File: src/rtl/led_breather.sv
// LED breathing driver: TICK steps LEVEL through ramp up, hold, ramp down, hold; O is an N-bit PWM of LEVEL.
// Latency: O registered one CLK after the PWM compare; duty re-latched only at PWM wrap (pwm_cnt 2^N-1 -> 0).
// Backpressure: none; EN low or RESET forces IDLE next edge. LED_BREATHER_GAMMA_EN selects a square-law duty.
module led_breather #(
    parameter int N          = 8,
    parameter int HOLD_TICKS = 16
) (
    input  logic         CLK,
    input  logic         RESET,
    input  logic         TICK,
    input  logic         EN,
    output logic         O,
    output logic [N-1:0] LEVEL,
    output logic [2:0]   STATE
);

    typedef enum logic [2:0] {
        IDLE    = 3'd0,
        UP      = 3'd1,
        HOLD_HI = 3'd2,
        DOWN    = 3'd3,
        HOLD_LO = 3'd4
    } state_t;

    localparam int              HW        = (HOLD_TICKS > 1) ? $clog2(HOLD_TICKS) : 1;
    localparam logic [N-1:0]    LVL_MAX   = '1;
    localparam logic [N-1:0]    LVL_PEN   = {{(N-1){1'b1}}, 1'b0};
    localparam logic [N-1:0]    LVL_ONE   = {{(N-1){1'b0}}, 1'b1};
    localparam logic [HW-1:0]   HOLD_LAST = HW'(HOLD_TICKS - 1);

    state_t          state;
    logic [HW-1:0]   hold_cnt;
    logic [N-1:0]    pwm_cnt;
    logic [N-1:0]    duty_latched;
    logic [N-1:0]    duty_src;

`ifdef LED_BREATHER_GAMMA_EN
    logic [2*N-1:0]  level_sq;

    // Square-law brightness: keep only the upper half of the 2N-bit product.
    assign level_sq = {{N{1'b0}}, LEVEL} * {{N{1'b0}}, LEVEL};
    assign duty_src = N'(level_sq >> N);
`else
    assign duty_src = LEVEL;
`endif

    assign STATE = state;

    always_ff @(posedge CLK) begin
        if (RESET || !EN) begin
            state        <= IDLE;
            LEVEL        <= '0;
            hold_cnt     <= '0;
            pwm_cnt      <= '0;
            duty_latched <= '0;
            O            <= 1'b0;
        end else begin
            if (state == IDLE) begin
                pwm_cnt      <= '0;
                duty_latched <= '0;
                O            <= 1'b0;
            end else begin
                pwm_cnt <= pwm_cnt + LVL_ONE;
                O       <= (pwm_cnt < duty_latched);
                // Duty only changes at the period boundary so a period is never cut short.
                if (pwm_cnt == LVL_MAX)
                    duty_latched <= duty_src;
            end

            case (state)
                IDLE: begin
                    state    <= UP;
                    LEVEL    <= '0;
                    hold_cnt <= '0;
                end
                UP: begin
                    if (TICK && LEVEL != LVL_MAX) begin
                        LEVEL <= LEVEL + LVL_ONE;
                        if (LEVEL == LVL_PEN) begin
                            state    <= HOLD_HI;
                            hold_cnt <= '0;
                        end
                    end
                end
                HOLD_HI: begin
                    if (TICK) begin
                        if (hold_cnt == HOLD_LAST) begin
                            hold_cnt <= '0;
                            state    <= DOWN;
                        end else begin
                            hold_cnt <= hold_cnt + HW'(1);
                        end
                    end
                end
                DOWN: begin
                    if (TICK && LEVEL != '0) begin
                        LEVEL <= LEVEL - LVL_ONE;
                        if (LEVEL == LVL_ONE) begin
                            state    <= HOLD_LO;
                            hold_cnt <= '0;
                        end
                    end
                end
                HOLD_LO: begin
                    if (TICK) begin
                        if (hold_cnt == HOLD_LAST) begin
                            hold_cnt <= '0;
                            state    <= UP;
                        end else begin
                            hold_cnt <= hold_cnt + HW'(1);
                        end
                    end
                end
                default: begin
                    state        <= IDLE;
                    LEVEL        <= '0;
                    hold_cnt     <= '0;
                    pwm_cnt      <= '0;
                    duty_latched <= '0;
                    O            <= 1'b0;
                end
            endcase
        end
    end

endmodule

File: config.mk
export PLATFORM = sky130hd
export DESIGN_NAME = led_breather
export DESIGN_NICKNAME = d
export VERILOG_FILES = /design/src/rtl/led_breather.sv
export SDC_FILE = /design/constraint.sdc
export NUM_CORES = 1
export LEC_CHECK = 0
export CORE_MARGIN = 5
export CORE_UTILIZATION = 53
export DETAILED_ROUTE_END_ITERATION = 16
export PLACE_DENSITY = 0.74
export SYNTH_ARGS = -nofsm -noshare
export SYNTH_HDL_FRONTEND = slang
export SYNTH_SLANG_ARGS = --single-unit
File: constraint.sdc
create_clock -name CLK -period 2.2 [get_ports CLK]
set_input_delay 0.55 -clock CLK [delete_from_list [all_inputs] [get_ports CLK]]
set_output_delay 0.55 -clock CLK [all_outputs]
set_load 0.05 [all_outputs]
After elaboration in Yosys (flattened, before gate mapping):

Cells that the tools add are included.

* add/subtract/negate cells: 4
* order comparisons: 1
* equal/unequal tests: 18
* mux-type cells: 19
* bitwise logic cells: 2
* reductions and logical operators: 12

Operators with widths (number)
* $mux 3: 8
* $mux 4: 6
* $pmux 8 s3: 1
* $add 8x1->8 const B: 2
* $eq 8x8->1 const B: 2
* $mux 8: 2
* $ne 2x2->1 const B: 8
* $pmux 3 s5: 1
* $pmux 4 s3: 1
* $eq 8x1->1 const B: 1
* $lt 8x8->1: 1
* $ne 8x8->1 const B: 1
* $reduce_and 8->1: 1
* $reduce_bool 8->1: 1
* $sub 8x1->8 const B: 1
* $eq 3x2->1 const B: 2
* $reduce_and 5->1: 1
* $reduce_or 5->1: 1
* $add 4x1->4 const B: 1
* $eq 4x4->1 const B: 1
* $eq 3x1->1 const B: 1
* $eq 3x3->1 const B: 1
* $logic_not 3->1: 1
* $reduce_and 3->1: 1
* 7 further kinds: 9

* register bits after elaboration: 32
* input port bits: 4
* output and inout bits: 12

Logic depth before layout (Yosys ltp):

* depth in word-level cells: 4
* gate-level depth with buffers: 7

Worst setup path before layout:

No wires, ideal clock.

* path kind: register to register
* start: register LEVEL[1]
* end: register hold_cnt[3]
* library setup time: 134 ps
* arrival: 2010 ps
* setup slack: 55 ps
* cell stages (with the launch flop): 7
* period minus slack after synthesis: 2145 ps
* path through: dfxtp_1 > ha_1 > nand4b_1 > o21a_1 > a21oi_1 > or2_1 > o41ai_2

* longest elaborated chain between the ends: 4

RTL lines
* start, declared: line 13 `output logic [N-1:0] LEVEL,`
* start signal, assigned: line 78 `LEVEL <= LEVEL + LVL_ONE;`
* start signal, assigned: line 97 `LEVEL <= LEVEL - LVL_ONE;`
* $ne 8x8->1 / $reduce_bool 8->1 (equally long branches): line 77, 96
* $logic_and 1x1->1 (on tied branches): line 77, 96
* $ne 2x2->1 (no source line)
* $reduce_and 5->1 (no source line) *
* end signal, assigned: line 91 `hold_cnt <= hold_cnt + HW'(1);`
* end signal, assigned: line 110 `hold_cnt <= hold_cnt + HW'(1);`
* end, declared: line 32 `logic [HW-1:0] hold_cnt;`

Every way passes the cells marked *; elsewhere a longest branch is shown, timed or not.
A chain may end at the register's enable or synchronous reset.

Worst setup path in the final report:

* start: register LEVEL[4]
* end: register hold_cnt[2]

The elaborated chain is that of the path after synthesis.

==> qor.json <==
{
  "worstSkewPairLatency_ns": 0.33,
  "cts_buffer_depth": 2,
  "timing.final.crit_period_ns": 2.04,
  "cts-hold-fix-buffers": 0,
  "period_share_pct": 92.8,
  "clock-sinks": 32,
  "cts_htree_levels": 2,
  "drcViolationCount": 0,
  "number_of_antenna_diodes": 0,
  "final-max-slew-violation-count": 0,
  "total_i_o_pin_count": 16,
  "worstPathMaxFanout": 9,
  "max-vdd-ir-drop_mv": 0.294,
  "postRouteWirelength_um": 4010,
  "drive_above_1_share_pct": 14.6,
  "synth.avg_cell_area_um2": 8.48,
  "num_vias": 1588,
  "routedWlPerCell_um": 14.1,
  "relSlewSlack_pct": 64.8,
  "tritoncts.num_buffers": 5,
  "worst_ep_required_time_ns": 2.41,
  "p_per_area_mw_per_mm2": 521,
  "routed_antenna_nets": 0,
  "first_pass_detailed_route_iteration_total": 4,
  "root_buffer": "clkbuf_4",
  "gpl.final_weighted_congestion": 0.933,
  "synth_sequential_area_ratio_pct": 35.1,
  "die-width_um": 68.7,
  "dp.final_hpwl_um": 2980,
  "crit_slowest_cell": "dfxtp_1",
  "setup_violations": 0,
  "route.detailed.vias_per_inst": 5.57,
  "grt_pass1_vias": 1544,
  "synth.cell_area_mm2": 0.00182,
  "layoutNonFillerInstCount": 285,
  "placed_cells_incl_taps": 278,
  "port-buffer-count": 15,
  "rsz0062_at_grt": "no",
  "cts_resized": 0,
  "cellLeakagePower_nw": 0.808,
  "worst_setup_hold_path_clk_slew_ns": 0.09,
  "worst_ep_arrival_time_ns": 2.26,
  "async_reset_ff_share_pct": 0,
  "finish.net_count": 256,
  "drt_iter0_markers": 120,
  "synth-edff-count": 0,
  "max_slew.worst_pin.slew_ns": 0.527,
  "setup.worst_path.end_class": "flip-flop",
  "status": "completed",
  "placement_rows": 21,
  "die_h_um": 68.7,
  "highest_count_cells_in_the_layout_ignoring_fill_and_taps": "dfxtp_1, nor2_1, buf_4",
  "worst-setup-path-type": "reg -> reg",
  "timing.hold.worst.class": "reg -> reg",
  "max_cap_viol_count": 0,
  "dominantRegCellSynth": "dfxtp_1",
  "start_util_pct": 54.6,
  "critical_path.startpoint_type": "flip-flop",
  "path_cells": "nand4_1 -> nor3_2 -> o32ai_2 -> or2_1 -> o41ai_1",
  "grt_start_max_net_pins": 17,
  "wire_length_of_the_first_global_routing_pass_um": 6950,
  "global_route.usage.total_pct": 19.8,
  "cts.repair_timing.setup_buffer_count": 0,
  "flow.area_growth_from_synthesis_pct": 16.1,
  "cts_tree": "yes",
  "leading_cell_type_in_the_layout_fill_and_taps_excluded": "dfxtp_1",
  "antenna_violations_before_repair": 0,
  "ys.warnings.count": 0,
  "synth.distinct_cells": 47,
  "postSynthRegisterBits": 32,
  "mappedNetlistNets": 232,
  "setup_total_negative_slack_ns": 0,
  "finClkSkew_ns": 0.0128,
  "max_stage_delay_ns": 0.53,
  "design.core.area_mm2": 0.00334,
  "synth_cells": 215,
  "fin_total_pwr_mw": 1.10,
  "overflow_left_after_global_routing": 0,
  "finalHoldViolCount": 0,
  "fmax_mhz": 490,
  "fp.dieArea_mm2": 0.00471
}
metrics by stage:
step                area, um^2  worst slack [ns]  hold slack [ns]  utilization, %
finish                    2120             0.158            0.491            63.4
global route              2120            0.0141            0.515            63.4
CTS                       2110            0.0341            0.489            63.3
detailed placement        2050            0.0131            0.467            61.4
global placement          2050             0.132            0.452            61.4
floorplan                 1820            0.0551            0.433               -
registers in the layout, indices dropped and copies added (netlist names):
| register | count |
|---|---|
| hold_cnt | 4 |
| STATE | 3 |
| duty_latched | 8 |
| pwm_cnt | 8 |
| LEVEL | 8 |
| O | 1 |
critical path, delay by kind of cell (launching register included):
kind	cells	cell delay, ns
AO/OA/AOI/OAI	2	0.54
AND/OR/NAND/NOR	3	0.86
flip-flops	1	0.53
cells by family (layout without fill, tap and decap cells):
kind of cell,after synthesis,count (layout),share of synthesized area [%]
AO/OA/AOI/OAI,52,52,19.6
buffers and inverters,22,46,4.87
multiplexers,8,8,4.39
XOR/XNOR,9,9,4.32
adder cells (fa/ha/maj),14,14,9.47
AND/OR/NAND/NOR,78,78,22.2
flip-flops,32,32,35.1
per-layer routing:
layer / global-route usage, % / vias up / part of all wire [%]
met1: 24.5 / 731 / 46
met2: 32.8 / 34 / 49
met5: 0 / - / 0
met3: 5.19 / 5 / 4.1
met4: 7.20 / 0 / 1.0
li1: - / 818 / -
cells in the mapped netlist, types with 2 or more instances:
library cell / n / area [um^2]
dfxtp_1: 32 / 641
nor2_1: 21 / 78.8
nand2_1: 15 / 56.3
ha_1: 13 / 163
inv_1: 13 / 48.8
a31oi_1: 10 / 62.6
nand3_1: 10 / 50.1
a21oi_1: 9 / 45.0
mux2i_1: 8 / 80.1
o21ai_0: 8 / 40.0
a21o_1: 6 / 45.0
buf_2: 5 / 25.0
xor2_1: 5 / 43.8
clkbuf_1: 4 / 15.0
nand2b_1: 4 / 25.0
xnor2_1: 4 / 35.0
and3_1: 3 / 18.8
nand4_1: 3 / 18.8
nor3_1: 3 / 15.0
nor3_2: 3 / 30.0
o31a_1: 3 / 26.3
and2_1: 2 / 12.5
nor2b_1: 2 / 12.5
o211ai_1: 2 / 15.0
o21ai_1: 2 / 10.0
o311ai_1: 2 / 17.5
or2_1: 2 / 12.5
or4_1: 2 / 15.0
power breakdown:
| group | leakage, nW | internal (mW) | switching, mW | total [mW] |
|---|---|---|---|---|
| clock | 0.0374 | 0.181 | 0.193 | 0.375 |
| sequential | 0.258 | 0.587 | 0.0134 | 0.600 |
| combinational | 0.513 | 0.0481 | 0.0805 | 0.129 |
| total | 0.808 | 0.816 | 0.287 | 1.10 |
cell type report:
cell class	instances	area, um^2
timing repair buffer	26	210
tap	46	57.6
inverter	13	48.8
multi-input combinational	161	1090
clock buffer	7	65.1
sequential	32	641
fill	317	1220
path summary, 6_finish.rpt:
check	slack (ns)	endpoint	start	cells past startpoint
worst min-delay path	0.49	pwm_cnt[0]$_SDFF_PP0_	pwm_cnt[0]$_SDFF_PP0_	1
worst max register to register	0.16	hold_cnt[2]$_SDFFE_PP0P_	LEVEL[4]$_SDFFE_PP0P_	5
worst min register to register	0.49	pwm_cnt[0]$_SDFF_PP0_	pwm_cnt[0]$_SDFF_PP0_	1
worst max-delay path	0.16	hold_cnt[2]$_SDFFE_PP0P_	LEVEL[4]$_SDFFE_PP0P_	5
Note: power is estimated with default switching activity, not from simulation.
